--- config.mk ---
export PLATFORM = sky130hd
export DESIGN_NAME = ws2812_frame_driver
export DESIGN_NICKNAME = d
export VERILOG_FILES = /design/src/rtl/ws2812_pkg.sv /design/src/rtl/ws2812_bit_encoder.sv /design/src/rtl/ws2812_frame_driver.sv
export SDC_FILE = /design/constraint.sdc
export NUM_CORES = 1
export LEC_CHECK = 0
export ABC_CLOCK_PERIOD_IN_PS = 2500
export BUFFER_PORTS_ARGS = -buffer_cell sky130_fd_sc_hd__buf_2
export CAP_MARGIN = 5
export CORE_MARGIN = 2
export CORE_UTILIZATION = 45
export DETAILED_ROUTE_END_ITERATION = 10
export PLACE_DENSITY = 0.62
export SYNTH_ARGS = -nofsm -noshare
export SYNTH_HDL_FRONTEND = slang
export SYNTH_SLANG_ARGS = --single-unit
--- constraint.sdc ---
create_clock -name clk -period 2.5 [get_ports clk]
set_input_delay 0.25 -clock clk [delete_from_list [all_inputs] [get_ports clk]]
set_output_delay 0.25 -clock clk [all_outputs]
set_load 0.05 [all_outputs]
--- src/rtl/ws2812_pkg.sv ---
// Shared types, widths and default timing for the WS2812 frame driver.
package ws2812_pkg;

    localparam int unsigned COLOR_W = 24;
    localparam int unsigned IDX_W   = 7;

    // 50 MHz defaults
    localparam int unsigned DEF_NUM_PIXELS = 128;
    localparam int unsigned DEF_T0H_CYC    = 20;
    localparam int unsigned DEF_T1H_CYC    = 40;
    localparam int unsigned DEF_TBIT_CYC   = 63;
    localparam int unsigned DEF_LATCH_CYC  = 3000;

    typedef enum logic [1:0] {StIdle, StLoad, StBit, StLatch} ws_state_e;

    // Each 8-bit channel is dimmed independently so G, R and B keep their ratio.
    function automatic logic [COLOR_W-1:0] scale_grb(input logic [COLOR_W-1:0] color,
                                                     input logic [1:0]         shift);
        logic [COLOR_W-1:0] res;
        res = '0;
        for (int i = 0; i < 3; i++) begin
            res[i*8 +: 8] = color[i*8 +: 8] >> shift;
        end
        return res;
    endfunction

endpackage

--- src/rtl/ws2812_bit_encoder.sv ---
// Generates one WS2812 bit waveform per start strobe; bit_done marks its last cycle.
module ws2812_bit_encoder #(
    parameter int unsigned T0H_CYC  = 20,
    parameter int unsigned T1H_CYC  = 40,
    parameter int unsigned TBIT_CYC = 63
) (
    input  logic clk,
    input  logic rst_n,
    input  logic start,
    input  logic bit_val,
    output logic dout,
    output logic bit_done
);

    localparam int unsigned CNT_W = $clog2(TBIT_CYC);
    localparam logic [CNT_W-1:0] T0H   = CNT_W'(T0H_CYC);
    localparam logic [CNT_W-1:0] T1H   = CNT_W'(T1H_CYC);
    localparam logic [CNT_W-1:0] TLAST = CNT_W'(TBIT_CYC - 1);

    logic [CNT_W-1:0] cyc_cnt_q, cyc_cnt_d;
    logic             active_q, active_d;

    always_ff @(posedge clk or negedge rst_n) begin
        if (!rst_n) begin
            cyc_cnt_q <= '0;
            active_q  <= 1'b0;
        end else begin
            cyc_cnt_q <= cyc_cnt_d;
            active_q  <= active_d;
        end
    end

    assign bit_done = active_q && (cyc_cnt_q == TLAST);
    assign dout     = active_q && (cyc_cnt_q < (bit_val ? T1H : T0H));

    // A start on the final cycle chains straight into the next bit with no gap.
    always_comb begin
        cyc_cnt_d = cyc_cnt_q;
        active_d  = active_q;
        if (start) begin
            cyc_cnt_d = '0;
            active_d  = 1'b1;
        end else if (bit_done) begin
            cyc_cnt_d = '0;
            active_d  = 1'b0;
        end else if (active_q) begin
            cyc_cnt_d = cyc_cnt_q + 1'b1;
        end
    end

endmodule

--- src/rtl/ws2812_frame_driver.sv ---
// WS2812 strip frame driver: walks pixels, captures GRB colour, serialises, then latches.
// Optional macro WS_BRIGHTNESS_EN adds a brightness[1:0] per-channel right-shift at capture.
module ws2812_frame_driver
    import ws2812_pkg::*;
#(
    parameter int unsigned NUM_PIXELS = DEF_NUM_PIXELS,
    parameter int unsigned T0H_CYC    = DEF_T0H_CYC,
    parameter int unsigned T1H_CYC    = DEF_T1H_CYC,
    parameter int unsigned TBIT_CYC   = DEF_TBIT_CYC,
    parameter int unsigned LATCH_CYC  = DEF_LATCH_CYC
) (
    input  logic               clk,
    input  logic               rst_n,
    input  logic               enable,
    output logic [IDX_W-1:0]   pixel_idx,
    input  logic [COLOR_W-1:0] color_in,
`ifdef WS_BRIGHTNESS_EN
    input  logic [1:0]         brightness,
`endif
    output logic               dout,
    output logic               busy,
    output logic               frame_done
);

    localparam int unsigned LAT_W = $clog2(LATCH_CYC);
    localparam logic [LAT_W-1:0] LAT_LAST = LAT_W'(LATCH_CYC - 1);
    localparam logic [4:0]       LAST_BIT = 5'(COLOR_W - 1);
    localparam logic [IDX_W-1:0] LAST_PIX = IDX_W'(NUM_PIXELS - 1);

    ws_state_e          state_q, state_d;
    logic [IDX_W-1:0]   pixel_idx_q;
    logic [COLOR_W-1:0] shreg_q;
    logic [COLOR_W-1:0] capture;
    logic [4:0]         bit_cnt_q;
    logic [LAT_W-1:0]   latch_cnt_q;
    logic               enc_start, enc_done;
    logic               last_bit, last_pixel;

`ifdef WS_BRIGHTNESS_EN
    assign capture = scale_grb(color_in, brightness);
`else
    assign capture = color_in;
`endif

    assign last_bit   = (bit_cnt_q == LAST_BIT);
    assign last_pixel = (pixel_idx_q == LAST_PIX);
    assign pixel_idx  = pixel_idx_q;

    ws2812_bit_encoder #(
        .T0H_CYC  (T0H_CYC),
        .T1H_CYC  (T1H_CYC),
        .TBIT_CYC (TBIT_CYC)
    ) u_bit_encoder (
        .clk      (clk),
        .rst_n    (rst_n),
        .start    (enc_start),
        .bit_val  (shreg_q[COLOR_W-1]),
        .dout     (dout),
        .bit_done (enc_done)
    );

    always_ff @(posedge clk or negedge rst_n) begin
        if (!rst_n) begin
            state_q <= StIdle;
        end else begin
            state_q <= state_d;
        end
    end

    always_comb begin
        state_d = state_q;
        unique case (state_q)
            StIdle:  if (enable) state_d = StLoad;
            StLoad:  state_d = StBit;
            StBit:   if (enc_done && last_bit) state_d = last_pixel ? StLatch : StLoad;
            StLatch: if (latch_cnt_q == LAT_LAST) state_d = enable ? StLoad : StIdle;
            default: state_d = StIdle;
        endcase
    end

    always_comb begin
        busy       = 1'b0;
        frame_done = 1'b0;
        enc_start  = 1'b0;
        unique case (state_q)
            StIdle:  ;
            StLoad: begin
                busy      = 1'b1;
                enc_start = 1'b1;
            end
            StBit: begin
                busy      = 1'b1;
                enc_start = enc_done && !last_bit;
            end
            StLatch: begin
                busy       = 1'b1;
                frame_done = (latch_cnt_q == LAT_LAST);
            end
            default: ;
        endcase
    end

    // The shift happens on the same edge the encoder rearms, so the next bit sees the new MSB.
    always_ff @(posedge clk or negedge rst_n) begin
        if (!rst_n) begin
            pixel_idx_q <= '0;
            shreg_q     <= '0;
            bit_cnt_q   <= '0;
            latch_cnt_q <= '0;
        end else begin
            unique case (state_q)
                StIdle:  pixel_idx_q <= '0;
                StLoad: begin
                    shreg_q   <= capture;
                    bit_cnt_q <= '0;
                end
                StBit: begin
                    if (enc_done) begin
                        shreg_q   <= {shreg_q[COLOR_W-2:0], 1'b0};
                        bit_cnt_q <= bit_cnt_q + 1'b1;
                        if (last_bit) begin
                            latch_cnt_q <= '0;
                            pixel_idx_q <= last_pixel ? '0 : pixel_idx_q + 1'b1;
                        end
                    end
                end
                StLatch: latch_cnt_q <= latch_cnt_q + 1'b1;
                default: ;
            endcase
        end
    end

endmodule

-- Word-level counts from Yosys, hierarchy flattened
Index checks and enable logic that the tools add are counted.
- input bits: 27
- word-level logic and storage cells: 66
- register bits: 57
- output and inout port bits: 10
- equal/unequal tests: 12
- muxes and demuxes: 26
- $lt $le $gt $ge: 1
- add/sub/neg operators: 4
- reduce and logical (&&, ||, !) cells: 16
- operators with widths (cell ; count):
    case mux 24 bit (2 select lines) ; 1
    2-to-1 mux 12 bit ; 2
    2-to-1 mux 24 bit ; 1
    2-to-1 mux 6 bit ; 4
    case mux 12 bit (2 select lines) ; 1
    2-to-1 mux 7 bit ; 3
    case mux 7 bit (2 select lines) ; 1
    adder 12 x 1 -> 12 bit (second input constant) ; 1
    equality test 12 bit (second input constant) ; 1
    != test 2 bit (second input constant) ; 5
    case mux 5 bit (2 select lines) ; 1
    AND reduction 3 bit ; 3
    2-to-1 mux 2 bit ; 4
    case mux 2 bit (4 select lines) ; 1
    nonzero test 2 bit ; 4
    adder 7 x 1 -> 7 bit (second input constant) ; 1
    equality test 7 bit (second input constant) ; 1
    adder 6 x 1 -> 6 bit (second input constant) ; 1
    equality test 6 bit (second input constant) ; 1
    less-than comparator 6 bit ; 1
    adder 5 x 1 -> 5 bit (second input constant) ; 1
    equality test 5 bit (second input constant) ; 1
    2-to-1 mux 1 bit ; 5
    2-to-1 mux 5 bit ; 1
    9 further kinds ; 13

-- Logic depth before layout (Yosys ltp)
- depth after elaboration: 5
- depth in mapped cells: 10
- mapped depth without buffers: 6

-- Cells and area by module
From an unflattened synthesis, not the netlist that was laid out.
- cells, all modules: 314
- area, all modules: 3060.4 um2
- modules (own cells, without submodules) (module ; cells each ; instances ; area each (um2) ; sequential area each (um2)):
    ws2812_frame_driver ; 271 ; 1 ; 2643.8 ; 1251.2
    ws2812_bit_encoder ; 43 ; 1 ; 416.6 ; 175.2

-- Worst setup path before layout
No wires, ideal clock.
- path kind: register to output
- start: register latch_cnt_q[3]
- end: output port frame_done
- stages on the path, launching flop included: 3
- path slack: -0.171 ns
- data required time: 2.250 ns
- path buffers: 0
- arrival: 2.421 ns
- cell sequence: dfrtp_1 > or4b_1 > nor4_1
- word-level cells in the longest chain between the ends: 2
- RTL lines (element ; RTL line ; RTL):
    start, declared ; ws2812_frame_driver.sv:35 ; logic [LAT_W-1:0] latch_cnt_q;
    start signal, assigned ; ws2812_frame_driver.sv:127 ; StLatch: latch_cnt_q <= latch_cnt_q + 1'b1;
    equality test 12 bit ; ws2812_frame_driver.sv:97 ; frame_done = (latch_cnt_q == LAT_LAST);
    2-to-1 mux 1 bit ; ws2812_frame_driver.sv:85 ; unique case (state_q)
    end, declared ; ws2812_frame_driver.sv:22 ; output logic frame_done
Every way passes these cells.

-- Worst setup path in the final report
- start: register u_bit_encoder.cyc_cnt_q[3]
- end: output port dout
- word-level cells in the longest chain between the ends: 2
- RTL lines (element ; RTL line ; RTL):
    start, declared ; ws2812_bit_encoder.sv:20 ; logic [CNT_W-1:0] cyc_cnt_q, cyc_cnt_d;
    start signal, assigned ; ws2812_bit_encoder.sv:28 ; cyc_cnt_q <= cyc_cnt_d;
    less-than comparator 6 bit ; ws2812_bit_encoder.sv:34 ; assign dout = active_q && (cyc_cnt_q < (bit_val ? T1H : T0H));
    logical AND 1 bit ; ws2812_bit_encoder.sv:34 ;
    end, declared ; ws2812_frame_driver.sv:20 ; output logic dout,
Every way passes these cells.

==> flow_summary_export.csv <==
group,metric,value,unit
critical_path,crit_family,"flip-flops",
critical_path,cp.arrival,1.94,ns
sta,tns,0,ns
sta,fin_crit,2.19,ns
logic_synthesis,postSynth.asyncResetShare,100,%
grt,grt_pass1_vias,2339,
logic_synthesis,synth_area,0.00313,mm^2
critical_path,cp_max_fo,6,
sta,setup-violations-final,0,
pwr,p_per_area,488,mW/mm^2
sta,max_freq,0.456,GHz
routing,antenna_left,0,
critical_path,cp-start-kind,"flop",
routing,drtIter0Drc,141,
routing,route.vias.total,2457,
cts,post_cts_buffers,0,
grt,grt_overflow,0,
cts,h-tree-depth,3,
critical_path,cpPeakStageDelay,0.47,ns
logic_synthesis,synth_seq_cells,57,
flow_run,drv_cap,0,
sta,worstMarginPinSlew,0.650,ns
pwr,ir_drop,296,uV
die,chipWidth,87.4,um
worst_hold_path,hp-class,"input port to flop",
critical_path,reg2reg_setup_slack,0.34,ns
die,io_pins,37,
critical_path,slowest_stage,"dfrtp_1",
die,design.core.area,0.00676,mm^2
cts,path_clk_slew,0.06,ns
logic_synthesis,synth_top_family_by_area,"simple AND/OR/NAND/NOR gates",
cts,cts_tree,"yes",
critical_path,worstSetupPathType,"flop to output port",
critical_path,required,2.25,ns
die,die_h,87.4,um
logic_synthesis,synthCells,320,
logic_synthesis,yosysUniqueCellTypes,53,
logic_synthesis,synth-simple-area-share,17.8,%
finish,finalCoreUtilization,53.0,%
grt,grt_usage,18.6,%
routing,viasPerCell,5.55,
logic_synthesis,ys.flop_type,"dfrtp_1",
worst_hold_path,min_path_cells,2,
sta,skew,0.00701,ns
critical_path,reg2reg_depth,6,
worst_hold_path,min_from,"color_in[0]",
placement,dp_hpwl,4550,um
routing,wl_per_cell,14.4,um
finish,area_growth,14.4,%
grt,grt_max_degree,48,
pwr,design_power_total,0.00175,W
die,fp-row-count,30,
run_status,status,"completed",
placement,numPortBuffers,36,
logic_synthesis,synthAdderAreaFrac,5.20,%
worst_hold_path,holdPathEnd,"shreg_q[0]",
finish,diodes,0,
die,dieArea,0.00763,mm^2
logic_synthesis,synth_top_area_cell,"dfrtp_1",
logic_synthesis,ys_seq_area_share,45.6,%
cts,insertion_delay,0.34,ns
sta,hold_viol_final,0,
routing,routed_wl,6370,um
finish,drive_above_1_share,19.3,%
sta,slew_violations,0,
finish,final_nets,398,
critical_path,r2r_start,"state_q[0]",
logic_synthesis,synth_nets,360,
critical_path,path_buf_inv,1,
logic_synthesis,synth_edf_count,0,
sta,fin_crit_sh,87.8,%
critical_path,rr_endpoint,"pixel_idx[0]",
cts,clock_sinks,57,
pwr,leakagePower,1.63,nW
routing,dr.pass1.iters,4,
logic_synthesis,synth_xor_area_share,1.96,%
logic_synthesis,synth_mux_area_share,8.72,%
critical_path,cp_cell_sequence,"ha_1, o21a_1, o21ai_0, nand2b_1, a211oi_1, buf_2",
cts,clockBufferDepth,2,
sta,relSlewSlack,56.6,%
critical_path,setup.worst_path.end_class,"output port",
logic_synthesis,yosysWarnings,0,
logic_synthesis,synth-compound-area-share,16.8,%
cts,cts_root_buf,"clkbuf_8",
logic_synthesis,avgSynthCellArea,9.78,um^2
sta,grt_setup_unrepaired,"false",
placement,gp_congestion,0.803,
cts,cts_made_buffers,9,
logic_synthesis,synth.area.top_cells,"dfrtp_1, mux2i_1, o21ai_0",
grt,antenna_found_initial,0,
logic_synthesis,synth_top_area_share,45.6,%
die,start_util,46.3,%
routing,post-route-drc-count,0,
grt,grt_pass1_wl,11100,um
[routing by layer]
| metal | global-route usage, % | vias up | wire length, um |
|---|---|---|---|
| met5 | 0 | - | 0 |
| met4 | 5.03 | 0 | 47 |
| met3 | 6.26 | 5 | 260 |
| met2 | 27.8 | 40 | 2920 |
| met1 | 26.0 | 1170 | 3150 |
| li1 | - | 1242 | - |
[state kept, by name, summed over array words and instances, names as in the netlist]
register,cells
bit_cnt_q,5
latch_cnt_q,12
pixel_idx,7
shreg_q,24
state_q,2
u_bit_encoder.active_q,1
u_bit_encoder.cyc_cnt_q,6
[cell type report]
class / count / area (um^2)
fillers: 642 / 3180
multi-input cells: 237 / 1600
flip-flops and latches: 57 / 1430
repair buffers: 43 / 235
clock buffers: 11 / 151
well taps: 80 / 100
inverters: 10 / 37.5
clock inverters: 5 / 30.0
[worst register-to-register path, stage by stage (launching register included)]
cell and delay, ns:
dfrtp_1 0.42, inv_1 0.14, ha_2 0.30, buf_4 0.35, nand4_2 0.29, mux2_2 0.36
a22o_1 0.18
[how the worst max path moves through the flow]
stage | start | endpoint | cells past startpoint
6_report | u_bit_encoder.cyc_cnt_q[3] | dout | 6
5_1_grt | state_q[0] | latch_cnt_q[9] | 6
4_1_cts | u_bit_encoder.cyc_cnt_q[3] | dout | 6
3_5_place_dp | state_q[0] | latch_cnt_q[11] | 6
3_3_place_gp | state_q[0] | latch_cnt_q[10] | 6
2_1_floorplan | u_bit_encoder.cyc_cnt_q[3] | dout | 5
[timing repair]
item / in CTS / in global routing
endpoints found under the hold margin: 27 / 0
gates resized for setup: 0 / 0
hold buffers: 1 / 0
[cell usage in the layout (no fill, tap or decap), types with 2 or more instances in the layout]
cell / n
or4_1: 3
a211oi_1: 2
o21ai_0: 41
nor2_1: 14
nand2_1: 41
nand4_1: 7
and2_1: 2
clkbuf_8: 11
inv_1: 10
o31ai_1: 5
nand3_1: 8
dfrtp_1: 57
buf_4: 6
nand2b_1: 4
xnor2_1: 3
mux2_2: 2
nor2b_1: 2
o31a_1: 2
clkinv_2: 3
ha_1: 12
buf_2: 36
nand3b_1: 3
and3_1: 6
mux2i_1: 25
or3_1: 6
and4_1: 3
clkinvlp_4: 2
a22o_1: 3
a21oi_1: 14
xor2_1: 4
[report_power, final]
group          internal, W  leakage (nW)  switching (W)
registers         0.000922         0.651              0
logic            0.0000240         0.887      0.0000284
clock network     0.000407        0.0911       0.000366
total              0.00135          1.63       0.000394
[cell usage after synthesis, drive strengths merged, types with 2 or more instances]
cell type,n
nand2,41
buf,8
and3,6
mux2,2
nand3,8
o31a,2
nand3b,3
dfrtp,57
a22o,3
xor2,4
xnor2,3
nor2b,2
or3,6
o21ai,41
mux2i,25
or4,3
inv,10
ha,13
nand2b,4
a21oi,15
clkbuf,8
nor4,2
and2,3
nor2,14
a211oi,2
nand4,8
o31ai,6
and4,4
[per-stage QoR]
step / setup slack, ns / hold slack, ns / std cells / cell area, um^2
finish: 0.305 / 0.142 / 443 / 3580
floorplan: 0.0484 / -0.0456 / 320 / 3130
global route: 0.111 / 0.119 / 443 / 3580
global placement: 0.425 / 0.333 / 426 / 3390
detailed placement: 0.345 / 0.323 / 426 / 3390
CTS: 0.272 / 0.123 / 443 / 3580
[cell families (layout without fill, tap and decap cells)]
| kind of cell | Yosys count | after routing |
|---|---|---|
| xor+xnor | 7 | 7 |
| buf+inv | 26 | 69 |
| flops | 57 | 57 |
| mux | 27 | 27 |
| fa+ha+maj | 13 | 13 |
| simple gates | 107 | 107 |
| compound gates | 83 | 83 |
Power figures use the tool's default switching activity.
